### src/rtl/battle_if.sv
// Bus between the battle engine and the game-state controller / test harness.
interface battle_if;
   logic [7:0]      keycode;
   logic            is_battle;
   logic [2:0][2:0] my_team;
   logic [2:0]      cur_battle;
   logic [1:0]      my_cur;
   logic [2:0]      enemy_cur_id;
   logic            end_battle;
   logic            result;
   logic [5:0]      my_hp;
   logic [5:0]      enemy_hp;
   logic            player_turn;

   // Driver side: game state and keyboard
   modport master (
      output keycode, is_battle, my_team, cur_battle,
      input  my_cur, enemy_cur_id, end_battle, result, my_hp, enemy_hp, player_turn
   );

   // Battle engine side
   modport slave (
      input  keycode, is_battle, my_team, cur_battle,
      output my_cur, enemy_cur_id, end_battle, result, my_hp, enemy_hp, player_turn
   );
endinterface

### src/rtl/battle_engine.sv
// Turn-based battle controller: player/enemy turns, HP bookkeeping, win/loss report.
module battle_engine #(
   parameter logic [5:0]  FULL_HP     = 6'd32,
   parameter logic [24:0] ENEMY_DELAY = 25'd25000000
) (
   input logic     Clk,
   input logic     Reset,
   battle_if.slave bus
);
   localparam logic [7:0] KEY_ENTER = 8'h28;
   localparam logic [7:0] KEY_S     = 8'h16;

   typedef enum logic [3:0] {
      S_IDLE, S_LOAD, S_PTURN, S_PRES, S_EWAIT, S_EATK, S_ERES, S_DONE, S_FINISH
   } state_t;

   state_t          state, state_nxt;
   logic [7:0]      prev_key;
   logic [2:0][5:0] hp, hp_nxt;
   logic [1:0]      cur, cur_nxt;
   logic [5:0]      ehp, ehp_nxt;
   logic [2:0]      eid, eid_nxt;
   logic            res, res_nxt;
   logic [24:0]     cnt, cnt_nxt;
   logic [5:0]      my_hp_q;
   logic            end_q, pturn_q;

   logic            key_evt, atk_evt, sw_evt, aborting;
   logic            alt_ok;
   logic [1:0]      alt_slot, s1, s2;
   logic [3:0]      p_atk, e_atk;

   function automatic logic [5:0] sat_sub(input logic [5:0] a, input logic [3:0] b);
      return (a > 6'(b)) ? a - 6'(b) : 6'd0;
   endfunction

   function automatic logic [1:0] next_slot(input logic [1:0] c);
      return (c == 2'd2) ? 2'd0 : c + 2'd1;
   endfunction

   // Key edge detection and attack powers
   always_comb begin
      key_evt  = (bus.keycode != 8'h00) && (bus.keycode != prev_key);
      atk_evt  = key_evt && (bus.keycode == KEY_ENTER);
      sw_evt   = key_evt && (bus.keycode == KEY_S);
      p_atk    = 4'(bus.my_team[cur]) + 4'd4;
      e_atk    = 4'(bus.cur_battle) + 4'd3;
      aborting = !bus.is_battle && (state inside {S_LOAD, S_PTURN, S_PRES, S_EWAIT, S_EATK, S_ERES});
   end

   // First alive slot after the active one, in rotation order
   always_comb begin
      s1       = next_slot(cur);
      s2       = next_slot(s1);
      alt_ok   = 1'b0;
      alt_slot = cur;
      if (hp[s1] != 6'd0) begin
         alt_ok   = 1'b1;
         alt_slot = s1;
      end else if (hp[s2] != 6'd0) begin
         alt_ok   = 1'b1;
         alt_slot = s2;
      end
   end

   // State register
   always_ff @(posedge Clk) begin
      if (Reset) state <= S_IDLE;
      else       state <= state_nxt;
   end

   // Next-state logic; a dropped is_battle mid-battle returns to idle
   always_comb begin
      state_nxt = state;
      case (state)
         S_IDLE:   if (bus.is_battle) state_nxt = S_LOAD;
         S_LOAD:   state_nxt = S_PTURN;
         S_PTURN:  if (atk_evt)                state_nxt = S_PRES;
                   else if (sw_evt && alt_ok)  state_nxt = S_EWAIT;
         S_PRES:   state_nxt = (ehp == 6'd0) ? S_DONE : S_EWAIT;
         S_EWAIT:  if (cnt == ENEMY_DELAY - 25'd1) state_nxt = S_EATK;
         S_EATK:   state_nxt = S_ERES;
         S_ERES:   state_nxt = ((hp[cur] != 6'd0) || alt_ok) ? S_PTURN : S_DONE;
         S_DONE:   state_nxt = S_FINISH;
         S_FINISH: if (!bus.is_battle) state_nxt = S_IDLE;
         default:  state_nxt = S_IDLE;
      endcase
      if (aborting) state_nxt = S_IDLE;
   end

   // Datapath next values; an abort leaves every value untouched
   always_comb begin
      hp_nxt  = hp;
      cur_nxt = cur;
      ehp_nxt = ehp;
      eid_nxt = eid;
      res_nxt = res;
      cnt_nxt = cnt;
      if (!aborting) begin
         case (state)
            S_LOAD: begin
               hp_nxt  = {3{FULL_HP}};
               cur_nxt = 2'd0;
               ehp_nxt = 6'd24 + {1'b0, bus.cur_battle, 2'b00};
               eid_nxt = bus.cur_battle + 3'd4;
            end
            S_PTURN: begin
               if (atk_evt) begin
                  ehp_nxt = sat_sub(ehp, p_atk);
               end else if (sw_evt && alt_ok) begin
                  cur_nxt = alt_slot;
                  cnt_nxt = 25'd0;
               end
            end
            S_PRES: begin
               if (ehp == 6'd0) res_nxt = 1'b1;
               else             cnt_nxt = 25'd0;
            end
            S_EWAIT: cnt_nxt = cnt + 25'd1;
            S_EATK:  hp_nxt[cur] = sat_sub(hp[cur], e_atk);
            S_ERES: begin
               if (hp[cur] == 6'd0) begin
                  if (alt_ok) cur_nxt = alt_slot;
                  else        res_nxt = 1'b0;
               end
            end
            default: ;
         endcase
      end
   end

   // Datapath and registered outputs
   always_ff @(posedge Clk) begin
      if (Reset) begin
         prev_key <= 8'h00;
         hp       <= '0;
         cur      <= 2'd0;
         ehp      <= 6'd0;
         eid      <= 3'd0;
         res      <= 1'b0;
         cnt      <= 25'd0;
         my_hp_q  <= 6'd0;
         end_q    <= 1'b0;
         pturn_q  <= 1'b0;
      end else begin
         prev_key <= bus.keycode;
         hp       <= hp_nxt;
         cur      <= cur_nxt;
         ehp      <= ehp_nxt;
         eid      <= eid_nxt;
         res      <= res_nxt;
         cnt      <= cnt_nxt;
         my_hp_q  <= hp_nxt[cur_nxt];
         end_q    <= (state_nxt == S_DONE);
         pturn_q  <= (state_nxt == S_PTURN);
      end
   end

   assign bus.my_cur       = cur;
   assign bus.enemy_cur_id = eid;
   assign bus.end_battle   = end_q;
   assign bus.result       = res;
   assign bus.my_hp        = my_hp_q;
   assign bus.enemy_hp     = ehp;
   assign bus.player_turn  = pturn_q;
endmodule

### src/flat_wrapper.sv
// flat-port wrapper written by rule: the top's interface ports become plain ports
module battle_engine_flat 
#(
   parameter logic [5:0]  FULL_HP     = 6'd32,
   parameter logic [24:0] ENEMY_DELAY = 25'd25000000
)
  (Clk, Reset, bus_keycode, bus_is_battle, bus_my_team, bus_cur_battle, bus_my_cur, bus_enemy_cur_id, bus_end_battle, bus_result, bus_my_hp, bus_enemy_hp, bus_player_turn);
  battle_if bus_i ();
  input logic Clk;
  input logic Reset;
  input wire logic [$bits(bus_i.keycode)-1:0] bus_keycode;
  input wire logic [$bits(bus_i.is_battle)-1:0] bus_is_battle;
  input wire logic [$bits(bus_i.my_team)-1:0] bus_my_team;
  input wire logic [$bits(bus_i.cur_battle)-1:0] bus_cur_battle;
  output wire logic [$bits(bus_i.my_cur)-1:0] bus_my_cur;
  output wire logic [$bits(bus_i.enemy_cur_id)-1:0] bus_enemy_cur_id;
  output wire logic [$bits(bus_i.end_battle)-1:0] bus_end_battle;
  output wire logic [$bits(bus_i.result)-1:0] bus_result;
  output wire logic [$bits(bus_i.my_hp)-1:0] bus_my_hp;
  output wire logic [$bits(bus_i.enemy_hp)-1:0] bus_enemy_hp;
  output wire logic [$bits(bus_i.player_turn)-1:0] bus_player_turn;
  assign bus_i.keycode = bus_keycode;
  assign bus_i.is_battle = bus_is_battle;
  assign bus_i.my_team = bus_my_team;
  assign bus_i.cur_battle = bus_cur_battle;
  assign bus_my_cur = bus_i.my_cur;
  assign bus_enemy_cur_id = bus_i.enemy_cur_id;
  assign bus_end_battle = bus_i.end_battle;
  assign bus_result = bus_i.result;
  assign bus_my_hp = bus_i.my_hp;
  assign bus_enemy_hp = bus_i.enemy_hp;
  assign bus_player_turn = bus_i.player_turn;
  battle_engine #(.FULL_HP(FULL_HP), .ENEMY_DELAY(ENEMY_DELAY)) u_core (.Clk(Clk), .Reset(Reset), .bus(bus_i));
endmodule
### config.mk
export PLATFORM = sky130hd
export DESIGN_NAME = battle_engine_flat
export DESIGN_NICKNAME = d
export VERILOG_FILES = /design/src/rtl/battle_if.sv /design/src/rtl/battle_engine.sv /design/src/flat_wrapper.sv
export SDC_FILE = /design/constraint.sdc
export NUM_CORES = 1
export LEC_CHECK = 0
export CORE_UTILIZATION = 36
export CTS_CLUSTER_DIAMETER = 40
export CTS_CLUSTER_SIZE = 24
export DETAILED_ROUTE_END_ITERATION = 8
export PLACE_DENSITY = 0.55
export SLEW_MARGIN = 20
export SYNTH_ARGS = -nofsm -noshare
export SYNTH_HDL_FRONTEND = slang
export SYNTH_SLANG_ARGS = --single-unit
### constraint.sdc
create_clock -name Clk -period 6.1 [get_ports Clk]
set_input_delay 0.915 -clock Clk [delete_from_list [all_inputs] [get_ports Clk]]
set_output_delay 0.915 -clock Clk [all_outputs]
set_load 0.05 [all_outputs]
* Word level (Yosys, flattened, before mapping)
Index checks and enable logic that the tools add are counted.
Cells by class: add/sub/neg operators 9, order comparisons 7, equality and inequality tests 23, mux-type cells 48, bitwise logic cells 1, reduce and logical (&&, ||, !) cells 23
Operators with widths (number):
- two-way mux 25 bit | 3
- case mux 25 bit (3 select lines) | 1
- binary-select mux 6 bit (select 2 bit) | 4
- two-way mux 6 bit | 8
- case mux 18 bit (2 select lines) | 1
- case mux 4 bit (9 select lines) | 1
- adder 25 x 1 -> 25 bit, second input constant | 1
- == test 25 bit, second input constant | 1
- two-way mux 4 bit | 6
- nonzero test 6 bit | 4
- == test 4 x 3 -> 1 bit, second input constant | 5
- two-way mux 2 bit | 10
- bitwise mux 18 bit | 1
- two-way mux 18 bit | 1
- demux 6 bit (select 2 bit) | 1
- == test 4 x 2 -> 1 bit, second input constant | 3
- greater-than comparator 6 x 4 -> 1 bit | 2
- logical NOT 6 bit | 2
- < comparator 2 x 3 -> 1 bit, second input constant | 4
- inequality test 2 bit, second input constant | 6
- case mux 6 bit (2 select lines) | 1
- subtractor 6 x 4 -> 6 bit | 2
- AND reduction 5 bit | 2
- == test 8 x 5 -> 1 bit, second input constant | 1
- other kinds (27) | 40
Word-level totals: register bits after elaboration 75, output and inout bits 20, word-level logic and storage cells 124

* Longest topological paths before layout
Gate-level depths: netlist of run 1.
depth after elaboration 16, depth in mapped cells 15, depth with buffers taken out 13

* Worst setup path after synthesis of run 1
OpenSTA, ideal clock, no wires.
path type reg2reg, start reg u_core.cur[1], in the netlist u_core.bus.my_cur[1], end reg u_core.my_hp_q[5], in the netlist u_core.bus.my_hp[5], library setup time 0.117 ns, data arrival time 3.266 ns, required time 5.983 ns, slack 2.717 ns, cell stages (with the launch flop) 13, path buffers 0, path through dfxtp_1 -> mux2i_1 -> a2bb2oi_1 -> ha_1 -> inv_1 -> fa_1 -> a21o_1 -> a21o_1 -> a211oi_1 -> nor2_1 -> o32ai_1 -> mux2i_1 -> a32o_1
Between the ends: word-level cells in the longest chain between the ends 16
RTL lines:
- from (decl) | line battle_engine.sv:20 | logic [1:0] cur, cur_nxt;
- from (signal assigned) | line battle_engine.sv:148 | cur <= cur_nxt;
- adder 2 x 1 -> 2 bit / == test 2 bit (equally long branches) | line battle_engine.sv:38 | return (c == 2'd2) ? 2'd0 : c + 2'd1;
- two-way mux 2 bit | line battle_engine.sv:38
- adder 2 x 1 -> 2 bit / == test 2 bit (equally long branches) | line battle_engine.sv:38
- two-way mux 2 bit | line battle_engine.sv:38
- binary-select mux 6 bit (select 2 bit) | line battle_engine.sv:60 | end else if (hp[s2] != 6'd0) begin
- two-way mux 6 bit (not written as such) | line battle_engine.sv:60
- nonzero test 6 bit | line battle_engine.sv:60
- two-way mux 1 bit | line battle_engine.sv:60
- two-way mux 1 bit | line battle_engine.sv:57 | if (hp[s1] != 6'd0) begin
- logical AND 1 bit | line battle_engine.sv:110 | end else if (sw_evt && alt_ok) begin
- two-way mux 2 bit | line battle_engine.sv:110
- two-way mux 2 bit | line battle_engine.sv:108 | if (atk_evt) begin
- case mux 2 bit (3 select lines) | line battle_engine.sv:100 | case (state)
- two-way mux 2 bit | line battle_engine.sv:99 | if (!aborting) begin
- binary-select mux 6 bit (select 2 bit) (*) | line battle_engine.sv:153 | my_hp_q <= hp_nxt[cur_nxt];
- two-way mux 6 bit (not written as such) (*) | line battle_engine.sv:153
- to (signal assigned) | line battle_engine.sv:153
- to (decl) | line battle_engine.sv:25 | logic [5:0] my_hp_q;
Mark *: on every way between the ends. The rest lies on a longest branch, timed or not. The select of a mux whose other input is x is not followed. A chain may end at the register's enable or synchronous reset.

* Worst setup path in the final report of run 1
start in bus_cur_battle[1], end reg u_core.my_hp_q[5], in the netlist u_core.bus.my_hp[5]
Between the ends: word-level cells in the longest chain between the ends 8
RTL lines:
- from (decl) | line flat_wrapper.sv:14 | input wire logic [$bits(bus_i.cur_battle)-1:0] bus_cur_battle;
- adder 3 x 2 -> 4 bit (*) | line battle_engine.sv:47 | e_atk = 4'(bus.cur_battle) + 4'd3;
- subtractor 6 x 4 -> 6 bit / greater-than comparator 6 x 4 -> 1 bit (equally long branches) | line battle_engine.sv:34 | return (a > 6'(b)) ? a - 6'(b) : 6'd0;
- two-way mux 6 bit (*) | line battle_engine.sv:34
- bitwise mux 18 bit (*) | line battle_engine.sv:120 | S_EATK: hp_nxt[cur] = sat_sub(hp[cur], e_atk);
- case mux 18 bit (2 select lines) (*) | line battle_engine.sv:100
- two-way mux 18 bit (*) | line battle_engine.sv:99
- binary-select mux 6 bit (select 2 bit) (*) | line battle_engine.sv:153
- two-way mux 6 bit (not written as such) (*) | line battle_engine.sv:153
Marks and branches as above.

==> impl_results.md, run 1 <==
* Status: complete, no violations
* Worst IR drop on VDD at 0.000112 V
* Compound-cell area share of the yosys netlist at 17.1%
* Largest family of logic cells by synthesized area: simple AND/OR/NAND/NOR gates
* PD cells at about 270 nW/um^2
* RD Place Congestion at 0.886
* Min cycle time layout at ~3.8 ns
* Hold-fix buffers, CTS at 0
* Share of the synthesized area in the top cell type at 35.8%
* Die H at 110 um
* Hold path depth at 2
* Worst relative slew slack at between 40% and 50%
* Max clock buf depth at 2
* Seq cells post-synth at 75
* Post-synth EDFFs at 0
* Post-route cell area at between 5000 and 6000 um^2
* CTS resizes at 0
* DIE AREA at about 12000 um^2
* Critical Path Max Stage Delay at around 0.53 ns
* Leakage at between 1.5 and 2 nW
* Mapped Avg Cell Area at 8.43 um^2
* First-pass GRT wire length at between 15000 and 20000 um
* Routed Antenna Nets at 0
* Synth Cell Area at 4190 um^2
* Clock Tree Root: clkbuf_16
* Cell repeated most along the worst path: a21o_1
* DP HPWL at between 7000 and 8000 um
* Global route total overflow at 0
* CP max-delay cell: clkdlybuf4s50_1
* Row cnt at 39
* Vias in the first global route at roughly 3600
* Mux contribution to synthesized area at 4.57%
* Post-Synth Simple-Gate Area at between 20% and 30%
* Setup_tns at 0 ns
* GR Layer Usage met1 at about 26%
* Syn Nets at between 500 and 600
* Crit-path cells: clkdlybuf4s50_1 > inv_1 > ha_1 > fa_1 > a21o_1 > a21o_1 > a211oi_1 > nor2_1 > o32ai_1 > mux2i_1 > a32o_1
* Max Slew Vio Count at 0
* Final Skew at 0.00555 ns
* Final Hold Violating Endpoints at 0
* Initial Util at a little under two fifths
* Total GRT Usage at a little under a fifth
* Xor/xnor cell area share of the yosys netlist at 7.74%
* Post-Synth Adder-Cell Area at approximately 4.8%
* Critical Path Sink Type: flip-flop
* Async set-or-reset flop fraction in the synthesized netlist at 0%
* Cell Area, Placed at between 4000 and 5000 um^2
* Routed WL per cell at approximately 15 um
* CP Class: in2reg
* GR Layer Usage met2 at 28.7%
* Worst-margin pin slew at 0.855 ns
* Worst Reg-to-Reg Cells at 11
* Clock sink total at 75
* CTS tree: yes
* H-tree levels at 3
* Maximum fanout along the worst path at 5
* Critical Path RT at ~6.3 ns
* Initial antenna violation count at 0
* Initial DRC Count at between 200 and 250
* Global route hottest layer: met2
* Fill count at 1178
* DR pass1 iterations at 4
* Via/cell ratio at between 5 and 6
* DRC viols at 0
* Post-Syn Instances at just under 500
* Reg area at approximately 1500 um^2
* I/O Pins at 43
* RSZ-0062 raised after global routing: no
* Footprint of the multi-input gates at between 2000 and 3000 um^2
* Synth top area cells: dfxtp_1 36%, xor2_1 6.9%, nor2_1 6.6%
* Largest net degree at the start of global routing at 45
* Post-synthesis sequential area ratio at between 30% and 40%
* Cell taking the most area after synthesis: dfxtp_1
* Core ar. at about 11000 um^2
* Worst hold path class: reg2reg
* Area delta synth->final at 19.4%
* CTS Buf Count at 9
* Via count at roughly 3600
* Die W at approximately 110 um
* # diodes at 0
* Final net count at roughly 570
* Ys flop type: dfxtp_1
* Ys Warns at 0
* Clock-pin slew on the worst setup and hold paths at roughly 0.060 ns
* Startpoint types: input pin
* Final Cycle Share at around 63%
* Routed wire length at ~10000 um
* Fraction of layout cells with a size suffix above 1 at about 5.6%
* Final setup viols at 0
* CP Data Arrival Time at between 4 and 5 ns
* Clk_lat worst skew at between 0.3 and 0.4 ns
* Yosys cell types at 58
* Achievable Freq at 261 MHz
* Port Buffer Count at 42
* M3 GR Usage at between 4 and 5%
* Max cap viols at 0
* Post-CTS Setup Repair Bufs at 0
[per-stage QoR]
step	total power [mW]	setup WS, ns	hold WS, ns	utilization, %	cells
6_report	1.36	2.27	0.485	44.0	681
3_5_place_dp	0.856	1.97	0.481	41.5	666
3_3_place_gp	0.854	2.06	0.463	41.5	666
4_1_cts	1.38	2.28	0.492	44.0	681
5_1_grt	1.44	2.00	0.516	44.0	681
2_1_floorplan	0.767	2.72	0.468	-	497
[critical path, delay by kind of cell]
kind                     cells  cell delay, ns
AO/OA/AOI/OAI                5            1.43
adder cells (fa/ha/maj)      2            0.76
buffers and inverters        2            0.63
AND/OR/NAND/NOR              1            0.17
multiplexers                 1            0.13
[Yosys cell counts, drive strengths merged (8+ instances only)]
cell type and count:
a21oi 20, a22oi 13, and2 8, clkbuf 15, dfxtp 75, ha 13, inv 16, mux2i 18
nand2 31, nand2b 11, nand3 16, nand4 10, nor2 74, nor2b 18, nor3 13, nor4 9
o21ai 17, xor2 33
[cells by family (layout without fill, tap and decap cells)]
| kind of cell | after synthesis | after routing |
|---|---|---|
| buffers and inverters | 36 | 77 |
| adders and majority gates | 15 | 15 |
| AOI/OAI and AO/OA | 100 | 100 |
| xor gates and xnor gates | 37 | 37 |
| DFF | 75 | 75 |
| and+or+nand+nor | 215 | 215 |
| muxes | 19 | 19 |
[worst paths after layout]
path	startpoint	endpoint	slack [ns]
hold / removal	u_core.bus.enemy_cur_id[0]	u_core.bus.enemy_cur_id[0]	0.49
hold reg to reg	u_core.bus.enemy_cur_id[0]	u_core.bus.enemy_cur_id[0]	0.49
setup / recovery	bus_cur_battle[1]	u_core.bus.my_hp[5]	2.27
setup reg to reg	u_core.bus.my_cur[0]	u_core.bus.my_hp[5]	2.37
[flip-flops by register name, indices dropped and copies added (netlist names)]
register	cells
u_core.prev_key	8
u_core.bus.result	1
u_core.state	4
u_core.bus.end_battle	1
u_core.cnt	25
u_core.bus.player_turn	1
u_core.bus.my_hp	6
u_core.hp	18
u_core.bus.my_cur	2
u_core.bus.enemy_hp	6
u_core.bus.enemy_cur_id	3
[power by group]
| group | switching (mW) | internal [mW] | total [mW] |
|---|---|---|---|
| clock | 0.206 | 0.311 | 0.517 |
| combinational | 0.191 | 0.116 | 0.307 |
| sequential | 0.0281 | 0.513 | 0.541 |
| total | 0.425 | 0.940 | 1.36 |
[routing by layer]
| metal | wire [um] | share of wire (%) |
|---|---|---|
| met5 | 0 | 0 |
| met4 | 122 | 1.2 |
| met3 | 612 | 5.9 |
| met2 | 4510 | 43 |
| met1 | 5170 | 50 |
[layout make-up]
cell class	instances	area share, %
clock buffer	9	4.50
clock inverter	6	1.15
inverter	16	1.20
multi-input combinational	386	50.5
sequential	75	30.0
tap	143	3.58
timing repair buffer	46	9.01
[cells in the final DEF, fill, tap and decap left out, types with 3 or more instances in the layout]
cell	n
nand3_1	16
or3_1	3
or2_2	4
a211oi_1	6
o21ai_0	17
nand2_1	31
clkbuf_16	9
inv_1	16
nor4_1	9
a22oi_1	12
mux2i_1	18
a22o_1	5
xnor2_1	4
a21oi_1	20
dfxtp_1	75
clkinv_2	4
a21o_1	4
nor3_1	13
a211o_1	3
xor2_1	33
and3_1	6
nor2b_1	17
ha_1	13
a32oi_1	3
o22ai_1	6
clkdlybuf4s50_1	42
o2bb2ai_1	5
nor2_1	74
nand2b_1	11
nand4_1	10
buf_4	4
and2_1	7
Note: power is estimated with default switching activity, not from simulation.
==> inputs of run 2 (changes only) <==
- PLACE_DENSITY: 0.55 -> 0.57
- clock period: 6.1 -> 3.05 ns (I/O delays scaled with it)
==> impl_results.md, run 2 (synthesis results as in run 1) <==
* Status: complete, no violations
* First-pass GRT wire length at 18500 um (+6.3%)
* Fill count at 1131 (-4.0%)
* Fraction of layout cells with a size suffix above 1 at 17.5% (+12 points)
* Worst hold path class: reg2reg
* Max reg flops at 25 (unchanged)
* Routed Antenna Nets at 0 (unchanged)
* Leakage at 2.27 nW (+16%)
* Port Buffer Count at 42 (unchanged)
* Cell Count Post-Placement at 717 (+7.7%)
* Vias in the first global route at 3760 (+5.9%)
* Core ar. at 11400 um^2 (unchanged)
* Combinational cell fraction of total power at 26.2% (+3.7 points)
* Via/cell ratio at 5.33 (-0.37%)
* CTS Buf Count at 9 (unchanged)
* CP max-delay cell: dfxtp_4
* Clk_lat worst skew at 0.34 ns (about the same)
* Max Slew Vio Count at 0 (unchanged)
* Footprint of the multi-input gates at 2620 um^2 (+3.7%)
* Hold slack final at 0.489 ns (+0.00350 ns)
* Initial antenna violation count at 0 (unchanged)
* Worst relative slew slack at 48.2% (+5.4 points)
* Routed wire length at 11400 um (+9.3%)
* Die H at 110 um (unchanged)
* Final Cycle Share at ~100%
* Total GRT Usage at 20.3% (+1.6 points)
* Achievable Freq at around 340 MHz
* Finished Layout Cells at 737 (+8.2%)
* Final setup viols at 0 (unchanged)
* Final net count at 627 (+9.6%)
* DP HPWL at 8420 um (+12%)
* Initial Util at 36.8% (unchanged)
* Max clock buf depth at 2 (unchanged)
* I/O Pins at 43 (unchanged)
* Leading cell types in the layout, fill and taps excluded: 73 x dfxtp_1, 72 x nor2_1, 54 x buf_4
* DR pass1 iterations at 4 (unchanged)
* Maximum fanout along the worst path at 5 (unchanged)
* Routed WL per cell at 15.4 um (+0.97%)
* Clock-pin slew on the worst setup and hold paths at 0.06 ns (about the same)
* # diodes at 0 (unchanged)
* CP Data Arrival Time at 3.21 ns (-0.84 ns)
* Final Skew at 0.00818 ns (+0.00264 ns)
* Post-placement setup slack at -0.265 ns (-2.24 ns)
* Biggest regs: u_core.cnt: 25 flops, u_core.hp: 18 flops, u_core.prev_key: 8 flops
* Setup ws final at 0.0762 ns (-2.20 ns)
* Power, Total at 3.07 mW (+120%)
* Hold-fix buffers, CTS at 0 (unchanged)
* Final Hold Violating Endpoints at 0 (unchanged)
* RD Place Congestion at 0.873 (-1.4%)
* Startpoint types: flip-flop
* Clock Power Share at 39.4% (+1.5 points)
* PD cells at 547 nW/um^2 (+100%)
* DIE AREA at 12100 um^2 (unchanged)
* Area delta synth->final at 33.9%
* Worst-margin pin slew at 0.774 ns (-0.0806 ns)
* Switch Pwr at 906 uW (+110%)
* Worst IR drop on VDD at 0.000318 V (+180%)
* Max cap viols at 0 (unchanged)
* Reg area at 1510 um^2 (+0.50%)
* Clock Tree Root: clkbuf_16
* Sequential share of power at 34.5% (-5.2 points)
* Via count at 3928 (+7.8%)
* CP delay by family, top: compound AO/OA/AOI/OAI gates
* RSZ-0062 raised after global routing: yes
* Cell repeated most along the worst path: a21o_1
* Critical Path RT at 3.28 ns (-3.04 ns)
* DRC viols at 0 (unchanged)
* Biggest register: u_core.cnt
* Sw frac at 29.5% (-1.6 points)
* H-tree levels at 3 (unchanged)
* CP Class: reg2reg
* WP buf/inv at 2 (unchanged)
* CTS tree: yes
* Int Power at 2.16 mW (+130%)
* Global route total overflow at 0 (unchanged)
* Crit-path cells: mux2i_4 > a2bb2oi_4 > ha_2 > inv_1 > fa_2 > a21o_1 > a21o_1 > a211oi_2 > buf_4 > nor2_2 > o32ai_2 > mux2i_1 > a32o_2
* Min cycle time layout at 2.97 ns
* Commonest non-fill, non-tap cell in the layout: dfxtp_1
* Critical Path Max Stage Delay at 0.38 ns (-0.15 ns)
* Initial DRC Count at 174 (-15%)
* Die W at 110 um (unchanged)
* Critical Path Sink Type: flip-flop
* Clock sink total at 75 (unchanged)
* Row cnt at 39 (unchanged)
* Largest net degree at the start of global routing at 26 (-42%)
## run 2: cell types whose count changed in the layout (fill, tap and decap cells not counted), moves of 3 or more
cell	change
buf_6	+3
clkbuf_8	+3
buf_4	+50
clkinv_2	-4
## run 2: cell type report
type | instances | area share, %
Clock buffer | 13 | 4.82
Sequential cell | 75 | 26.9
Clock inverter | 3 | 1.23
Timing Repair Buffer | 101 | 16.0
Tap cell | 143 | 3.19
Multi-Input combinational cell | 386 | 46.7
Inverter | 16 | 1.07
## run 2: worst reg2reg max path, delay by kind of cell (launching register included)
family                   cells  cell delay, ns
multiplexers                 2            0.36
adder cells (fa/ha/maj)      2            0.53
AO/OA/AOI/OAI                6            1.31
AND/OR/NAND/NOR              1            0.06
buffers and inverters        2            0.22
flip-flops                   1            0.38
## run 2: metal layers
| metal | track usage (%) | up-vias | share of wire [%] |
|---|---|---|---|
| met2 | 33.3 | 83 | 46 |
| met5 | 0 | - | 0 |
| met3 | 3.50 | 24 | 3.9 |
| met4 | 10.2 | 0 | 2.6 |
| li1 | - | 1969 | - |
| met1 | 25.5 | 1852 | 47 |
## run 2: path summary, 6_finish.rpt
kind	startpoint	depth (start not counted)	slack, ns	to
worst max-delay path	u_core.bus.my_cur[1]	13	0.08	u_core.bus.my_hp[5]
worst max register to register	u_core.bus.my_cur[1]	13	0.08	u_core.bus.my_hp[5]
worst min-delay path	u_core.bus.enemy_cur_id[1]	2	0.49	u_core.bus.enemy_cur_id[1]
worst min register to register	u_core.bus.enemy_cur_id[1]	2	0.49	u_core.bus.enemy_cur_id[1]
## run 2: what timing repair did
action,CTS,global route
buffers inserted,0,4
pin swaps,0,12
setup endpoints to repair,1,30
gates resized for setup,1,20
## run 2: through the flow
stage / setup TNS, ns / utilization, % / cell area [um^2]
floorplan: 0 / - / 4220
global placement: -2.24 / 45.2 / 5140
detailed placement: -3.33 / 45.2 / 5140
CTS: 0 / 48.3 / 5490
global route: -0.0395 / 49.3 / 5610
finish: 0 / 49.3 / 5610
## run 2: power groups by stage
stage               clock, mW  sequential, mW  combinational, mW
CTS                      1.24            1.06              0.779
global placement            0            1.08              0.769
floorplan                   0            1.13              0.408
global route             1.29            1.06              0.886
detailed placement          0            1.08              0.774
finish                   1.21            1.06              0.804
==> inputs of run 3 (changes only) <==
- CTS_BUF_LIST: not set -> sky130_fd_sc_hd__clkbuf_4 sky130_fd_sc_hd__clkbuf_8 sky130_fd_sc_hd__clkbuf_16
==> impl_results.md, run 3 (synthesis results as in run 1) <==
* Status: complete, no violations
* Final setup viols at 0 (unchanged)
* Fraction of layout cells with a size suffix above 1 at 17.7% (+0.17 points)
* Final Hold Violating Endpoints at 0 (unchanged)
* Worst IR drop on VDD at 0.000318 V (+0.19%)
* Biggest register: u_core.cnt
* Leakage at 2.27 nW (+0.15%)
* DR pass1 iterations at 4 (unchanged)
* PD cells at 549 nW/um^2 (+0.21%)
* Finished Layout Cells at 737 (unchanged)
* Critical Path RT at 3.29 ns (about the same)
* Routed WL per cell at 15.4 um (about the same)
* Initial DRC Count at 170 (-2.3%)
* Final net count at 627 (unchanged)
* Die H at 110 um (unchanged)
* Initial Util at 36.8% (unchanged)
* Die W at 110 um (unchanged)
* DIE AREA at 12100 um^2 (unchanged)
* Worst relative slew slack at 48.5% (+0.28 points)
* DRC viols at 0 (unchanged)
* Commonest non-fill, non-tap cell in the layout: dfxtp_1
* Met2 wire length at 5280 um (+0.32%)
* Final Skew at 0.00864 ns (+0.000451 ns)
* Area delta synth->final at 34.0% (about the same)
* Achievable Freq at 337 MHz (+0.17%)
* Global route total overflow at 0 (unchanged)
* Via count at 3925 (-0.076%)
* RSZ-0062 raised after global routing: yes
* Reg area at 1510 um^2 (unchanged)
* Clock Tree Root: clkbuf_16
* Cell Area, Placed at 5140 um^2 (unchanged)
* Largest net degree at the start of global routing at 26 (unchanged)
* Startpoint types: flip-flop
* Clk_lat worst skew at 0.34 ns (about the same)
* Biggest regs: u_core.cnt: 25 flops, u_core.hp: 18 flops, u_core.prev_key: 8 flops
* Max cap viols at 0 (unchanged)
* First-pass GRT wire length at 18500 um (-0.11%)
* RD Place Congestion at 0.873 (unchanged)
* Cell Count Post-Placement at 717 (unchanged)
* Max clock buf depth at 2 (unchanged)
* Post-route cell area at 5610 um^2 (about the same)
* Initial antenna violation count at 0 (unchanged)
* Worst Reg-to-Reg Cells at 13 (unchanged)
* Critical Path Sink Type: flip-flop
* Min cycle time layout at 2.97 ns (-0.00511 ns)
* Leading cell types in the layout, fill and taps excluded: 73 x dfxtp_1, 72 x nor2_1, 54 x buf_4
* Final Cycle Share at 97.3% (-0.17 points)
* Port Buffer Count at 42 (unchanged)
* Via/cell ratio at 5.33 (about the same)
* Max layer used: met4
* CTS Buf Count at 9 (unchanged)
* CTS tree: yes
* CP Class: reg2reg
* Max Slew Vio Count at 0 (unchanged)
* Clock sink total at 75 (unchanged)
* DP HPWL at 8420 um (unchanged)
* Max reg flops at 25 (unchanged)
* Fill count at 1131 (unchanged)
* Clock-pin slew on the worst setup and hold paths at 0.06 ns (about the same)
* Row cnt at 39 (unchanged)
* Routed wire length at 11400 um (about the same)
* Routed Antenna Nets at 0 (unchanged)
* CP Data Arrival Time at 3.20 ns (about the same)
* Met1 wire length at 5430 um (+1.0%)
* Hold path depth at 2 (unchanged)
* Worst-margin pin slew at 0.770 ns (-0.00413 ns)
* Total GRT Usage at 20.2% (-0.075 points)
* Vias in the first global route at 3756 (-0.11%)
* Footprint of the multi-input gates at 2620 um^2 (unchanged)
* H-tree levels at 3 (unchanged)
* Worst hold path class: reg2reg
* Maximum fanout along the worst path at 5 (unchanged)
* Core ar. at 11400 um^2 (unchanged)
* Metal3 WL at 382 um (-14%)
* I/O Pins at 43 (unchanged)
* # diodes at 0 (unchanged)
==> run 3: cell count changes in the layout (fill, tap and decap cells not counted) <==
cell      change
clkbuf_1      -1
clkbuf_4      +1
==> run 3: metrics by stage <==
| stage | setup slack, ns | hold WS [ns] | total power, mW | utilization [%] | setup TNS, ns |
|---|---|---|---|---|---|
| global placement | -0.207 | 0.462 | 1.85 | 45.2 | -2.24 |
| finish | 0.0813 | 0.489 | 3.08 | 49.4 | 0 |
| floorplan | 0.0113 | 0.468 | 1.54 | - | 0 |
| detailed placement | -0.265 | 0.487 | 1.85 | 45.2 | -3.33 |
| CTS | 0.0624 | 0.496 | 3.08 | 48.3 | 0 |
| global route | -0.0395 | 0.516 | 3.24 | 49.4 | -0.0395 |
==> run 3: worst max-delay path, stage by stage (launching register included) <==
cell,delay [ns]
dfxtp_4,0.38
mux2i_4,0.24
a2bb2oi_4,0.18
ha_2,0.19
inv_1,0.05
fa_2,0.34
a21o_1,0.21
a21o_1,0.18
a211oi_2,0.18
buf_4,0.17
nor2_2,0.06
o32ai_2,0.29
mux2i_1,0.12
a32o_2,0.27
==> run 3: worst paths after layout <==
kind | start | endpoint | slack, ns
min | u_core.bus.enemy_cur_id[1] | u_core.bus.enemy_cur_id[1] | 0.49
max reg2reg | u_core.bus.my_cur[1] | u_core.bus.my_hp[5] | 0.08
max | u_core.bus.my_cur[1] | u_core.bus.my_hp[5] | 0.08
min reg2reg | u_core.bus.enemy_cur_id[1] | u_core.bus.enemy_cur_id[1] | 0.49
==> run 3: repair_timing <==
action | 4_1_cts | 5_1_grt
setup buffers | 0 | 4
pin swaps | 0 | 12
setup endpoints to repair | 1 | 30
resized for setup | 1 | 20
hold buffers | 0 | 0
==> run 3: cell type report <==
| cell class | instances | share of cell area [%] |
|---|---|---|
| clock inverter | 3 | 1.23 |
| multi-input combinational | 386 | 46.7 |
| clock buffer | 13 | 4.88 |
| tap | 143 | 3.19 |
| timing repair buffer | 101 | 16.0 |
| sequential | 75 | 26.9 |
| inverter | 16 | 1.07 |
==> run 3: report_power, final <==
group	leakage, nW	switching (mW)	total (mW)	internal (mW)
registers	0.609	0.0331	1.06	1.02
clock network	0.169	0.423	1.22	0.794
logic	1.50	0.450	0.803	0.354
==> run 3: metal layers <==
metal,GRT usage [%],vias up
li1,-,1969
met1,25.5,1863
met5,0,-
met4,9.90,0
met2,33.3,71
met3,3.32,22
